==> src/rtl/cpu_pkg.sv <==
`default_nettype none
// ============================================================================
// Module      : cpu_pkg
// Description : Shared types for the SM83 control unit: datapath strobe
//               encodings, sequencing step and the decoded control word,
//               plus opcode-class helpers.
// Revision    : 1.0 - initial release
// ============================================================================
package cpu_pkg;

    typedef enum logic {
        PcNextSame = 1'b0,
        PcNextInc  = 1'b1
    } pc_next_e;

    typedef enum logic [1:0] {
        RegSelA        = 2'd0,
        RegSelReg8Src  = 2'd1,   // opcode[2:0]
        RegSelReg8Dest = 2'd2    // opcode[5:3]
    } reg_sel_e;

    typedef enum logic {
        RegInputAlu = 1'b0,
        RegInputMem = 1'b1
    } reg_input_e;

    typedef enum logic [1:0] {
        StepExec0  = 2'd0,
        StepExec1  = 2'd1,
        StepHalted = 2'd2
    } step_e;

    typedef struct packed {
        pc_next_e   pc_next;
        logic       inst_load;
        reg_sel_e   reg_read1_sel;
        reg_sel_e   reg_read2_sel;
        reg_sel_e   reg_write_sel;
        logic       reg_write_enable;
        reg_input_e reg_write_input;
        logic       mem_enable;
        logic       mem_write;
    } ctrl_t;

    localparam ctrl_t C_CTRL_IDLE = '{
        pc_next:          PcNextSame,
        inst_load:        1'b0,
        reg_read1_sel:    RegSelA,
        reg_read2_sel:    RegSelA,
        reg_write_sel:    RegSelA,
        reg_write_enable: 1'b0,
        reg_write_input:  RegInputAlu,
        mem_enable:       1'b0,
        mem_write:        1'b0
    };

    localparam logic [7:0] C_OP_HALT = 8'h76;
    localparam logic [2:0] C_REG_HL  = 3'd6;   // (HL) memory operand slot

    // LD r,n : 00 rrr 110 with rrr != (HL)
    function automatic logic is_ld_imm(input logic [7:0] op);
        return (op[7:6] == 2'b00) && (op[2:0] == C_REG_HL) && (op[5:3] != C_REG_HL);
    endfunction

    // LD r,r' : 01 ddd sss, neither operand (HL); this also excludes HALT
    function automatic logic is_ld_rr(input logic [7:0] op);
        return (op[7:6] == 2'b01) && (op[2:0] != C_REG_HL) && (op[5:3] != C_REG_HL);
    endfunction

    // ALU A,r : 10 ooo sss with sss != (HL)
    function automatic logic is_alu_r(input logic [7:0] op);
        return (op[7:6] == 2'b10) && (op[2:0] != C_REG_HL);
    endfunction

endpackage : cpu_pkg
`default_nettype wire

==> src/rtl/cpu_decode.sv <==
`default_nettype none
// ============================================================================
// Module      : cpu_decode
// Description : Combinational (opcode, step) -> control word decoder. Also
//               reports whether this M-cycle fetches the next opcode and
//               which step follows when it does not.
// Revision    : 1.0 - initial release
// ============================================================================
module cpu_decode
    import cpu_pkg::*;
(
    input  logic [7:0] i_opcode,
    input  step_e      i_step,
    output ctrl_t      o_ctrl,
    output logic       o_fetch,
    output step_e      o_step_next
);

    // Decode the control word; the fetch M-cycle also carries write-back
    // of the instruction it retires.
    always_comb begin
        o_ctrl      = C_CTRL_IDLE;
        o_fetch     = 1'b0;
        o_step_next = i_step;
        case (i_step)
            StepExec0: begin
                if (i_opcode == C_OP_HALT) begin
                    o_step_next = StepHalted;
                end else if (is_ld_imm(i_opcode)) begin
                    // Read the immediate byte straight into the destination.
                    o_ctrl.pc_next          = PcNextInc;
                    o_ctrl.mem_enable       = 1'b1;
                    o_ctrl.reg_write_sel    = RegSelReg8Dest;
                    o_ctrl.reg_write_input  = RegInputMem;
                    o_ctrl.reg_write_enable = 1'b1;
                    o_step_next             = StepExec1;
                end else begin
                    o_ctrl.pc_next    = PcNextInc;
                    o_ctrl.inst_load  = 1'b1;
                    o_ctrl.mem_enable = 1'b1;
                    o_fetch           = 1'b1;
                    o_step_next       = StepExec0;
                    if (is_ld_rr(i_opcode)) begin
                        o_ctrl.reg_read2_sel    = RegSelReg8Src;
                        o_ctrl.reg_write_sel    = RegSelReg8Dest;
                        o_ctrl.reg_write_enable = 1'b1;
                    end else if (is_alu_r(i_opcode)) begin
                        o_ctrl.reg_read1_sel    = RegSelA;
                        o_ctrl.reg_read2_sel    = RegSelReg8Src;
                        o_ctrl.reg_write_sel    = RegSelA;
                        o_ctrl.reg_write_enable = 1'b1;
                    end
                end
            end
            StepHalted: begin
                o_step_next = StepHalted;
            end
            default: begin
                // Exec1 (and any illegal encoding) is a plain fetch.
                o_ctrl.pc_next    = PcNextInc;
                o_ctrl.inst_load  = 1'b1;
                o_ctrl.mem_enable = 1'b1;
                o_fetch           = 1'b1;
                o_step_next       = StepExec0;
            end
        endcase
    end

endmodule : cpu_decode
`default_nettype wire

==> src/rtl/cpu_control.sv <==
`default_nettype none
// ============================================================================
// Module      : cpu_control
// Description : SM83 control unit. Holds the opcode and step registers,
//               advances them at the end of each M-cycle (t_cycle == 3) and
//               presents the decoded datapath strobes for the whole M-cycle.
// Revision    : 1.0 - initial release
// ============================================================================
module cpu_control
    import cpu_pkg::*;
(
    input  logic       clk,
    input  logic       reset,
    input  logic [1:0] t_cycle,
    input  logic [7:0] mem_data_in,
    output pc_next_e   pc_next,
    output logic       inst_load,
    output reg_sel_e   reg_read1_sel,
    output reg_sel_e   reg_read2_sel,
    output reg_sel_e   reg_write_sel,
    output logic       reg_write_enable,
    output reg_input_e reg_write_input,
    output logic       mem_enable,
    output logic       mem_write
);

    logic [7:0] r_opcode;
    step_e      r_step;
    ctrl_t      w_ctrl;
    logic       w_fetch;
    step_e      w_step_next;

    cpu_decode u_decode (
        .i_opcode    (r_opcode),
        .i_step      (r_step),
        .o_ctrl      (w_ctrl),
        .o_fetch     (w_fetch),
        .o_step_next (w_step_next)
    );

    // State advances only on the final T-cycle; a fetch latches the new opcode.
    always_ff @(posedge clk or negedge reset) begin
        if (!reset) begin
            r_opcode <= 8'h00;
            r_step   <= StepExec0;
        end else if (t_cycle == 2'd3) begin
            if (w_fetch) begin
                r_opcode <= mem_data_in;
                r_step   <= StepExec0;
            end else begin
                r_step   <= w_step_next;
            end
        end
    end

    assign pc_next          = w_ctrl.pc_next;
    assign inst_load        = w_ctrl.inst_load;
    assign reg_read1_sel    = w_ctrl.reg_read1_sel;
    assign reg_read2_sel    = w_ctrl.reg_read2_sel;
    assign reg_write_sel    = w_ctrl.reg_write_sel;
    assign reg_write_enable = w_ctrl.reg_write_enable;
    assign reg_write_input  = w_ctrl.reg_write_input;
    assign mem_enable       = w_ctrl.mem_enable;
    assign mem_write        = w_ctrl.mem_write;

endmodule : cpu_control
`default_nettype wire

==> config.mk <==
export PLATFORM = sky130hd
export DESIGN_NAME = cpu_control
export DESIGN_NICKNAME = d
export VERILOG_FILES = /design/src/rtl/cpu_pkg.sv /design/src/rtl/cpu_decode.sv /design/src/rtl/cpu_control.sv
export SDC_FILE = /design/constraint.sdc
export NUM_CORES = 1
export LEC_CHECK = 0
export ABC_AREA = 1
export CORE_MARGIN = 3
export CORE_UTILIZATION = 46
export DETAILED_ROUTE_END_ITERATION = 12
export PLACE_DENSITY_LB_ADDON = 0.05
export SETUP_SLACK_MARGIN = 0.5
export SKIP_CTS_REPAIR_TIMING = 1
export SLEW_MARGIN = 20
export SYNTH_ARGS = -nofsm -noshare
export SYNTH_HDL_FRONTEND = slang
export SYNTH_HIERARCHICAL = 1
export SYNTH_SLANG_ARGS = --single-unit
==> constraint.sdc <==
create_clock -name clk -period 1.85 [get_ports clk]
set_input_delay 0.37 -clock clk [delete_from_list [all_inputs] [get_ports clk]]
set_output_delay 0.37 -clock clk [all_outputs]
set_load 0.005 [all_outputs]
==> PnR_summary.wiki <==
{| class="wikitable"
! Metric !! Value
|-
| Xor/xnor share of the synthesized area || 0
|-
| Unrepaired setup endpoints after global routing || true
|-
| Insertion delay of the later-clocked pin in the worst-skew pair || between 200 and 300 ps
|-
| DRC Markers || 0
|-
| Peak fanout along the critical path || 3
|-
| Total area of sequential cells || approximately 250 µm²
|-
| Clock transition at the registers of the reported paths || 60 ps
|-
| Final setup violation count || 0
|-
| Share of final-layout standard cells stronger than drive strength 1 || 0.409
|-
| Number of fillers in the final layout || 116
|-
| Number of max-slew violations in the final report || 0
|-
| Worst IR drop on VDD || 444 µV
|-
| Aggregate global routing overflow || 0
|-
| Synthesized-area fraction occupied by ao, oa, aoi and oai cells || 0.0510
|-
| Detail Route Antenna Nets || 0
|-
| Classification of the worst setup path || reg -> out
|-
| Count of pins on the block boundary || 24
|-
| Drt via density || roughly 4.8
|-
| Largest net degree at the start of global routing || 11
|-
| Total vias in the final route || between 600 and 700
|-
| Overall Global Routing Usage || 0.149
|-
| FP Rows || 13
|-
| Starting Density || 0.509
|-
| Sinks on Clock Net || 10
|-
| Library cell contributing the largest single delay on the critical path || sky130_fd_sc_hd__dfrtp_1
|-
| CP cell instances || inv_2, nand2_2, nor2_2, nand2_2, a21oi_4, inv_2, clkbuf_2
|-
| First-pass GRT wire length || ~2200 µm
|-
| 1st-pass router iterations || 4
|-
| Post-synthesis cell type with the largest combined area || sky130_fd_sc_hd__dfrtp_1
|-
| Inserted Clock Buffers || 3
|-
| Area fraction of the dominant cell type after synthesis || 0.364
|-
| Proportion of synthesized area in mux cells || 0
|-
| Worst hold path class || in -> async
|-
| Kind of capture point of the worst setup path || output port
|-
| Core Footprint || between 0.001 and 0.0015 mm²
|-
| Instance count of the mapped netlist || 89
|-
| Post-synthesis average cell area || between 7 and 8 µm²
|-
| I/O Buffers || 18
|-
| Final clock period utilization by the worst path || 0.927
|-
| Post-layout net count || around 120
|-
| Setup crit start kind || flip-flop
|-
| DRT iter0 DRCs || 7
|-
| Synth Cell Area || 687 µm²
|-
| Routed wire length per instance || between 10 and 15 µm
|-
| Number of max-cap violations || 0
|-
| Placed instance count || 118
|-
| Die height || roughly 45 µm
|-
| Signal arrival time at the worst endpoint || between 1000 and 1500 ps
|-
| Synthesis Warnings || 6
|-
| WL final || 1470 µm
|-
| Power density cells || roughly 700 mW/mm²
|-
| Post-synthesis register bit count || 10
|-
| Total chip power || 0.654 mW
|-
| HPWL reported at the end of detailed placement || just over 1000 µm
|-
| Final Hold Violating Endpoints || 0
|-
| H-tree levels || 1
|-
| Data required time of the worst path || approximately 1500 ps
|-
| Leakage Power || 0.450 nW
|-
| CTS Root Cell || sky130_fd_sc_hd__clkbuf_4
|-
| Vias in the first global route || 524
|-
| Overall die area || 0.00199 mm²
|-
| Main combinational cell family by area after synthesis || simple AND/OR/NAND/NOR gates
|-
| Gate family responsible for the most delay along the worst path || flip-flops
|-
| Highest cell delay on the worst timing path || around 430 ps
|-
| Post-synthesis simple-gate area fraction || 0.388
|-
| Die W || roughly 45 µm
|-
| Number of buffers and inverters on the critical path || 3
|-
| Top area cells in the synthesized netlist || sky130_fd_sc_hd__dfrtp_1 36%, sky130_fd_sc_hd__nand2_1 16%, sky130_fd_sc_hd__buf_4 8.7%
|-
| Area of the multi-input gates || ~390 µm²
|-
| Post-Synth Adder-Cell Area || 0
|-
| Post-route insts no fill || 125
|-
| Number of buffers between clock root and the deepest sink || 2
|-
| Antenna cell count || 0
|-
| Total negative slack for setup checks || 0 ps
|-
| Area growth from synthesis to layout || 33.9%
|-
| Result of the run || finished, final reports clean
|-
| Number of different library cells in the post-synthesis netlist || 18
|-
| Minimum clock period after layout || 1720 ps
|-
| Number of antenna violations at the first check in global routing || 0
|-
| Register area share after synthesis || 0.364
|-
| CTS tree || built
|-
| Clock Skew || 1.67 ps
|-
| Fmax achieved || 0.583 GHz
|-
| Final weighted congestion in routability-driven placement || roughly 0.76
|}
logic make-up after synthesis:
| logic type | Yosys count |
|---|---|
| AO/OA/AOI/OAI | 4 |
| AND/OR/NAND/NOR | 53 |
| other | 1 |
| buffers and inverters | 21 |
| flip-flops | 10 |
through the flow:
step	area, µm²	utilization	setup slack [ps]	hold WS [ps]
2_1_floorplan	702	-	530	74.4
3_3_place_gp	830	0.614	112	471
3_5_place_dp	830	0.614	107	475
4_1_cts	852	0.631	-189	418
5_1_grt	920	0.681	53.3	424
6_report	920	0.681	134	419
sequential cells by signal, indices dropped and copies added (netlist names):
signal	flops
r_opcode	8
r_step	2
path summary, 6_finish.rpt:
kind / start / endpoint / slack [ps] / cells after the start
min reg2reg: r_opcode[3]$_DFFE_PN0P_ / r_opcode[3]$_DFFE_PN0P_ / 500 / 2
min: reset / r_opcode[1]$_DFFE_PN0P_ / 420 / 1
max reg2reg: r_opcode[0]$_DFFE_PN0P_ / r_opcode[0]$_DFFE_PN0P_ / 420 / 10
max in group asynchronous: reset / r_opcode[6]$_DFFE_PN0P_ / 1100 / 1
min in group clk: r_opcode[3]$_DFFE_PN0P_ / r_opcode[3]$_DFFE_PN0P_ / 500 / 2
max: r_opcode[0]$_DFFE_PN0P_ / pc_next / 130 / 7
where the power goes:
| part | switching (mW) | internal, mW |
|---|---|---|
| sequential | 0.0461 | 0.251 |
| combinational | 0.114 | 0.102 |
| clock | 0.0662 | 0.0747 |
layer usage:
layer	wire length [µm]	GRT usage	vias up	part of all wire
li1	-	-	315	-
met1	647	0.177	259	0.44
met2	672	0.249	22	0.46
met3	94	0.0488	6	0.064
met4	55	0.0542	0	0.037
met5	0	0	-	0
area by class of cell:
| type | count | share of cell area |
|---|---|---|
| inverter | 10 | 0.0408 |
| timing repair buffer | 25 | 0.219 |
| sequential | 10 | 0.275 |
| clock buffer | 3 | 0.0245 |
| tap | 15 | 0.0204 |
| multi-input combinational | 62 | 0.420 |
cell usage after synthesis:
| master | count |
|---|---|
| sky130_fd_sc_hd__nand2_2 | 2 |
| sky130_fd_sc_hd__nand4_1 | 8 |
| sky130_fd_sc_hd__nor2_1 | 3 |
| sky130_fd_sc_hd__conb_1 | 1 |
| sky130_fd_sc_hd__nand4_2 | 1 |
| sky130_fd_sc_hd__inv_2 | 2 |
| sky130_fd_sc_hd__nor2_2 | 2 |
| sky130_fd_sc_hd__nand2_1 | 29 |
| sky130_fd_sc_hd__inv_1 | 8 |
| sky130_fd_sc_hd__o21ai_2 | 1 |
| sky130_fd_sc_hd__a21oi_4 | 1 |
| sky130_fd_sc_hd__buf_4 | 8 |
| sky130_fd_sc_hd__dfrtp_1 | 10 |
| sky130_fd_sc_hd__buf_6 | 3 |
| sky130_fd_sc_hd__o21ai_1 | 2 |
| sky130_fd_sc_hd__nor2_4 | 1 |
| sky130_fd_sc_hd__nand3_1 | 6 |
| sky130_fd_sc_hd__nand3_4 | 1 |
layout by cell type (no fill, tap or decap), drive strengths merged:
cell	n
a21oi	1
buf	7
clkbuf	10
clkdlybuf4s50	11
conb	5
dfrtp	10
inv	10
nand2	31
nand3	7
nand4	9
nor2	6
o21ai	3
No activity file was read; power rests on OpenSTA's default activity.
